[src/rtl/coin_acceptor_if.sv]
// Sensor/dispense/coin-code bundle between the coin acceptor and its neighbours.
// The slave side is the acceptor; the master side is the sensor/vending-FSM end.
interface coin_acceptor_if;
   logic       nickel_in;
   logic       dime_in;
   logic       nw_pa;
   logic [1:0] coin;
   logic       reject;

   modport master (output nickel_in, dime_in, nw_pa, input coin, reject);
   modport slave  (input nickel_in, dime_in, nw_pa, output coin, reject);
endinterface

[src/rtl/coin_acceptor.sv]
// Debounces two asynchronous coin sensors into single-cycle coin codes for the
// vending FSM, flags double insertions, and holds a coin back during dispense.
module coin_acceptor #(
   parameter int DEBOUNCE_CYC = 4,
   parameter int CNT_W        = 4
) (
   input  logic            clk,
   input  logic            rst,
   coin_acceptor_if.slave  bus
);

   typedef enum logic [1:0] {IDLE, QUALIFY, PEND, RELEASE} state_t;

   localparam logic [CNT_W-1:0] CNT_ONE  = CNT_W'(1);
   localparam logic [CNT_W-1:0] CNT_LAST = CNT_W'(DEBOUNCE_CYC - 1);

   logic [1:0]       nsync_q, dsync_q;
   logic [1:0]       pat;
   state_t           state_q, state_d;
   logic [CNT_W-1:0] cnt_q, cnt_d;
   logic [1:0]       cap_q, cap_d;
   logic [1:0]       coin_q, coin_d;
   logic             reject_q, reject_d;

   assign pat = {dsync_q[1], nsync_q[1]};

   always_comb begin
      state_d  = state_q;
      cnt_d    = cnt_q;
      cap_d    = cap_q;
      coin_d   = 2'b00;
      reject_d = 1'b0;
      case (state_q)
         IDLE: begin
            if (pat != 2'b00) begin
               cap_d   = pat;
               cnt_d   = CNT_ONE;
               state_d = QUALIFY;
            end
         end
         QUALIFY: begin
            if (pat == 2'b00) begin
               state_d = IDLE;
            end else if (pat != cap_q) begin
               cap_d = pat;
               cnt_d = CNT_ONE;
            end else if (cnt_q == CNT_LAST) begin
               // This matching sample is the DEBOUNCE_CYC-th one: qualified.
               cnt_d = '0;
               if (cap_q == 2'b11) begin
                  reject_d = 1'b1;
                  state_d  = RELEASE;
               end else if (bus.nw_pa) begin
                  state_d = PEND;
               end else begin
                  coin_d  = cap_q;
                  state_d = RELEASE;
               end
            end else begin
               cnt_d = cnt_q + CNT_ONE;
            end
         end
         PEND: begin
            if (!bus.nw_pa) begin
               coin_d  = cap_q;
               cnt_d   = '0;
               state_d = RELEASE;
            end
         end
         RELEASE: begin
            // Only a full run of clean low samples re-arms; bounces restart it.
            if (pat != 2'b00) begin
               cnt_d = '0;
            end else if (cnt_q == CNT_LAST) begin
               cnt_d   = '0;
               state_d = IDLE;
            end else begin
               cnt_d = cnt_q + CNT_ONE;
            end
         end
         default: begin
            state_d = IDLE;
            cnt_d   = '0;
         end
      endcase
   end

   always_ff @(posedge clk or negedge rst) begin
      if (!rst) begin
         nsync_q  <= 2'b00;
         dsync_q  <= 2'b00;
         state_q  <= IDLE;
         cnt_q    <= '0;
         cap_q    <= 2'b00;
         coin_q   <= 2'b00;
         reject_q <= 1'b0;
      end else begin
         nsync_q  <= {nsync_q[0], bus.nickel_in};
         dsync_q  <= {dsync_q[0], bus.dime_in};
         state_q  <= state_d;
         cnt_q    <= cnt_d;
         cap_q    <= cap_d;
         coin_q   <= coin_d;
         reject_q <= reject_d;
      end
   end

   assign bus.coin   = coin_q;
   assign bus.reject = reject_q;

endmodule

[src/flat_wrapper.sv]
// flat-port wrapper written by rule: the top's interface ports become plain ports
module coin_acceptor_flat 
#(
   parameter int DEBOUNCE_CYC = 4,
   parameter int CNT_W        = 4
)
  (clk, rst, bus_nickel_in, bus_dime_in, bus_nw_pa, bus_coin, bus_reject);
  coin_acceptor_if bus_i ();
  input  logic clk;
  input  logic rst;
  input wire logic [$bits(bus_i.nickel_in)-1:0] bus_nickel_in;
  input wire logic [$bits(bus_i.dime_in)-1:0] bus_dime_in;
  input wire logic [$bits(bus_i.nw_pa)-1:0] bus_nw_pa;
  output wire logic [$bits(bus_i.coin)-1:0] bus_coin;
  output wire logic [$bits(bus_i.reject)-1:0] bus_reject;
  assign bus_i.nickel_in = bus_nickel_in;
  assign bus_i.dime_in = bus_dime_in;
  assign bus_i.nw_pa = bus_nw_pa;
  assign bus_coin = bus_i.coin;
  assign bus_reject = bus_i.reject;
  coin_acceptor #(.DEBOUNCE_CYC(DEBOUNCE_CYC), .CNT_W(CNT_W)) u_core (.clk(clk), .rst(rst), .bus(bus_i));
endmodule
[config.mk]
export PLATFORM = sky130hd
export DESIGN_NAME = coin_acceptor_flat
export DESIGN_NICKNAME = d
export VERILOG_FILES = /design/src/rtl/coin_acceptor_if.sv /design/src/rtl/coin_acceptor.sv /design/src/flat_wrapper.sv
export SDC_FILE = /design/constraint.sdc
export NUM_CORES = 1
export LEC_CHECK = 0
export ABC_AREA = 1
export ABC_CLOCK_PERIOD_IN_PS = 1500
export CORE_MARGIN = 2
export CORE_UTILIZATION = 54
export CTS_CLUSTER_SIZE = 12
export DETAILED_ROUTE_END_ITERATION = 10
export PLACE_DENSITY = 0.76
export SLEW_MARGIN = 10
export SYNTH_ARGS = -nofsm -noshare
export SYNTH_HDL_FRONTEND = slang
export SYNTH_SLANG_ARGS = --single-unit
[constraint.sdc]
create_clock -name clk -period 1.5 [get_ports clk]
set_input_delay 0.225 -clock clk [delete_from_list [all_inputs] [get_ports clk]]
set_output_delay 0.225 -clock clk [all_outputs]
set_load 0.01 [all_outputs]
-- Yosys cells after proc, flatten, opt, wreduce, memory -nomap -nowiden
Index checks and enable logic that the tools add are counted.
- register bits after elaboration: 15
- input bits: 5
- output and inout port bits: 3
- logic and storage cells: 61
- $add $sub $neg: 1
- eq/ne operators: 14
- muxes and demuxes: 32
- reductions and logical operators: 7
- operator list (cell ; count):
    2-bit 2-to-1 mux ; 16
    4-bit 2-to-1 mux ; 6
    4-bit case mux with 4 select lines ; 1
    2-bit case mux with 2 select lines ; 2
    2-bit case mux with 4 select lines ; 1
    2-bit equality test (second input constant) ; 3
    1-bit 2-to-1 mux ; 6
    2-bit by 1-bit != test with 1-bit output (second input constant) ; 3
    2-bit != test (second input constant) ; 3
    6-bit AND reduction ; 1
    4-bit by 1-bit adder with 4-bit output (second input constant) ; 1
    4-bit by 2-bit equality test with 1-bit output (second input constant) ; 1
    2-bit zero test ; 2
    4-bit AND reduction ; 1
    2-bit nonzero test ; 2
    3-bit by 1-bit != test with 1-bit output (second input constant) ; 1
    3-bit by 2-bit != test with 1-bit output (second input constant) ; 1
    3-bit AND reduction ; 1
    2-bit by 1-bit equality test with 1-bit output (second input constant) ; 1
    2-bit != test ; 1

-- Logic depth before layout (Yosys ltp)
- depth after elaboration: 6
- gate-level depth with buffers: 8
- mapped depth without buffers: 8

-- Worst setup path after synthesis
No wires, ideal clock.
- path kind: flip-flop to flip-flop
- start: reg u_core.state_q[0]
- end: reg u_core.cnt_q[0]
- setup time: 0.117 ns
- arrival: 1.244 ns
- data required time: 1.383 ns
- path slack: 0.139 ns
- cell stages (with the launch flop): 9
- buffers on the path: 0
- period minus slack after synthesis: 1.361 ns
- path through: dfrtp_1 > inv_1 > ha_1 > nor2_1 > o21ai_2 > nor2_2 > nand3_1 > o21ai_1 > inv_1
- longest elaborated chain between the ends: 3
- elaborated cells on any way between the ends: 9
- classes of those cells: eq/ne: 6; mux: 1; reduce/logical: 2
- ends and longest elaborated chain (item ; line ; text):
    from (decl) ; coin_acceptor.sv:19 ; state_t state_q, state_d;
    from (signal assigned) ; coin_acceptor.sv:100 ; state_q <= state_d;
    2-bit equality test (tied with other cells) ; coin_acceptor.sv:33 ; case (state_q)
    2-bit != test (no line) or 2-bit by 1-bit != test with 1-bit output (tied branches) ; - ;
    3-bit AND reduction (no line) ; - ;
    to (signal assigned) ; coin_acceptor.sv:101 ; cnt_q <= cnt_d;
    to (decl) ; coin_acceptor.sv:20 ; logic [CNT_W-1:0] cnt_q, cnt_d;
Several ways; a longest one is shown, not always the timed one.
A chain may end at the register's enable or synchronous reset.

-- Worst setup path after layout
- start: reg u_core.reject_q, in the netlist u_core.bus.reject
- end: out bus_reject
- RTL lines (item ; line ; text):
    from (decl) ; coin_acceptor.sv:23 ; logic reject_q, reject_d;
    from (signal assigned) ; coin_acceptor.sv:104 ; reject_q <= reject_d;
    to (decl) ; flat_wrapper.sv:15 ; output wire logic [$bits(bus_i.reject)-1:0] bus_reject;
No word-level cell between the ends.

==> summary.txt <==
crit-path cells: clkdlybuf4s50_1
crit-path max FO: 1
DR DRC count: 0
CP peak stage delay: 0.52 ns
Tmin final: 1.37 ns
wire length on met2: 759 um
DIE WIDTH: 43.9 um
Max-cap violations: 0
Mapped Cells: 109
FF-to-FF End: u_core.state_q[0]
final hold violation count: 0
count leader, synth: nand2_1
initial antenna violation count: 0
Top Metal Used: met4
CTS Buf Count: 3
prevailing post-synth register cell: dfrtp_1
crit path launch type: flop
Worst Path Buf+Inv: 1
TritonCTS clock tree: yes
Clock Path Buffers: 2
commonest cells in the netlist: 34 x nand2_1, 15 x dfrtp_1, 14 x inv_1
filler cell count: 121
pwr/cell area: 1380 nW/um^2
Hold-fix buffers, CTS: 0
met3 wire len: 29 um
Avg Inst Size Synth: 7.90 um^2
Yosys Warn Count: 0
vias in the first global route: 650
post-route ant nets: 0
Syn Nets: 120
largest cells by area after synthesis: dfrtp_1 44%, nand2_1 15%, ha_1 8.7%, inv_1 6.1%, nand3_1 5.8%
Final Setup Violations: 0
final period utilization: 0.911
die area: 1930 um^2
EDFF count, synth: 0
Arrival @ worst endpoint: 1.14 ns
die height: 43.9 um
WL per Instance: 11.5 um
Slew Limit Fails: 0
Antenna Cells: 0
clock latency on the worst-skew pair: 0.29 ns
grt ovf: 0
Worst-Margin Slew: 0.279 ns
RePlAce Congestion: 0.813
Achievable Freq: 0.732 GHz
DPL Wire Length: 1260 um
Post-Route Skew: 0.00124 ns
root buf cell: clkbuf_4
clk sinks: 15
via/cell ratio: 5.05
worst reg-to-reg setup slack: 0.14 ns
static leakage: 0.515 nW
netlist area before placement: 861 um^2
Initial Util: 0.571
drt pass-1 iters: 4
Slowest-stage cell, CP: clkdlybuf4s50_1
worst hold slack: 0.235 ns
num rows: 14
H-tree depth: 1
Reg2Reg Depth: 8
post-layout net count: 138
I/O Buffers: 7
xor/xnor share of the synthesized area: 0.0102
mux cell area share after synthesis: 0
Synth Register Bits: 15
Via Count: 717
cell area after layout: 1030 um^2
share of cells above drive strength 1: 0.183
adder-cell area share of the yosys netlist: 0.0872
Compound-Gate Fraction of Synth Area: 0.0712
Hold Crit Class: in -> async
post-synth cell types: 18
Reg area: 375 um^2
Routed WL: 1630 um
core area: 1510 um^2
Seq/Total Area, Yosys: 0.436
largest net degree at the start of global routing: 16
FF-to-FF Start: u_core.state_q[0]
P&R area growth vs syn: 19.3%
met1 WL: 794 um
family with the most delay on the worst path: buffers and inverters
Worst setup EP type: output pin
unrepaired setup endpoints after global routing: false
# IOs: 8
first-pass GRT wire length: 2770 um
VDD IR max: 0.766 mV
Slew headroom: 0.812
largest family of logic cells by synthesized area: simple AND/OR/NAND/NOR gates
aggregate global-route resource usage: 0.198
Req. time, crit path: 1.27 ns
initial drt markers: 8
Post-synth ARST share: 1.00
outcome: finished clean
setup_tns: 0 ns
CTS clk-pin slew, worst paths: 0.09 ns
Synth top area share: 0.436
multi-input logic area: 430 um^2
critical path type: reg -> out
Simple-Gate Fraction of Synth Area: 0.326
placed cell area: 973 um^2
leading area contributor after synthesis: dfrtp_1
layer usage:
layer  GRT usage  vias up
li1            -      379
met4       0.127        0
met2       0.318       10
met5           0        -
met1       0.256      323
met3      0.0125        5
report_power, final:
part           internal [W]  switching (W)  total, W
combinational      0.000265       0.000368  0.000633
clock              0.000104       0.000132  0.000236
sequential         0.000468      0.0000775  0.000546
registers in the layout, indices dropped and copies added, names as in the netlist, named ones only:
register	count
u_core.cnt_q	4
u_core.bus.coin	2
u_core.cap_q	2
u_core.dsync_q	2
u_core.nsync_q	2
u_core.bus.reject	1
u_core.state_q	1
how the worst max path moves through the flow:
stage | slack (ns) | depth (start not counted) | from | to
detailed placement | 0.09 | 8 | u_core.state_q[0] | u_core.cnt_q[0]
global route | 0.02 | 8 | flop | u_core.state_q[0]
CTS | 0.08 | 8 | u_core.state_q[0] | u_core.cnt_q[0]
finish | 0.13 | 1 | u_core.bus.reject | bus_reject
floorplan | 0.14 | 8 | u_core.state_q[0] | u_core.cnt_q[0]
global placement | 0.14 | 7 | flop | u_core.cnt_q[0]
logic make-up (layout without fill, tap and decap cells):
group,after synthesis,after routing
fa+ha+maj,6,6
simple gates,60,60
xor+xnor,1,1
compound gates,11,11
buf+inv,16,33
flops,15,15
metrics by stage:
step                      worst slack (ns)  cells  utilization  total power, W
final                                0.134    142        0.682         0.00141
after global routing                0.0236    142        0.682         0.00153
after CTS                           0.0758    139        0.664         0.00134
after detailed placement            0.0930    135        0.646         0.00111
after global placement               0.141    135        0.646         0.00109
after floorplan                      0.139    109            -        0.000967
repair_timing:
action | CTS | global route
setup endpoints to repair | 0 | 6
gates resized for setup | 0 | 3
setup buffers | 0 | 3
hold endpoints to repair | 0 | 0
final cells by class:
cell class | count | share of cell area
timing repair buffer | 13 | 0.112
tap | 16 | 0.0195
inverter | 16 | 0.0585
clock buffer | 4 | 0.0256
sequential | 15 | 0.365
multi-input combinational | 78 | 0.419
cells in the final DEF (no fill, tap or decap):
| cell | instances |
|---|---|
| nand2_1 | 34 |
| dfrtp_1 | 15 |
| inv_1 | 13 |
| nand3_1 | 10 |
| clkdlybuf4s50_1 | 7 |
| o21ai_1 | 6 |
| buf_4 | 6 |
| nor2_1 | 5 |
| ha_1 | 5 |
| inv_2 | 3 |
| a21oi_1 | 3 |
| nor2_2 | 3 |
| clkbuf_4 | 3 |
| nand2_2 | 2 |
| nand3_2 | 2 |
| nor2_4 | 2 |
| nor4_1 | 1 |
| o21ai_2 | 1 |
| a21boi_1 | 1 |
| nand4_1 | 1 |
| xor2_1 | 1 |
| ha_2 | 1 |
| clkbuf_1 | 1 |
No activity file was read; power rests on OpenSTA's default activity.
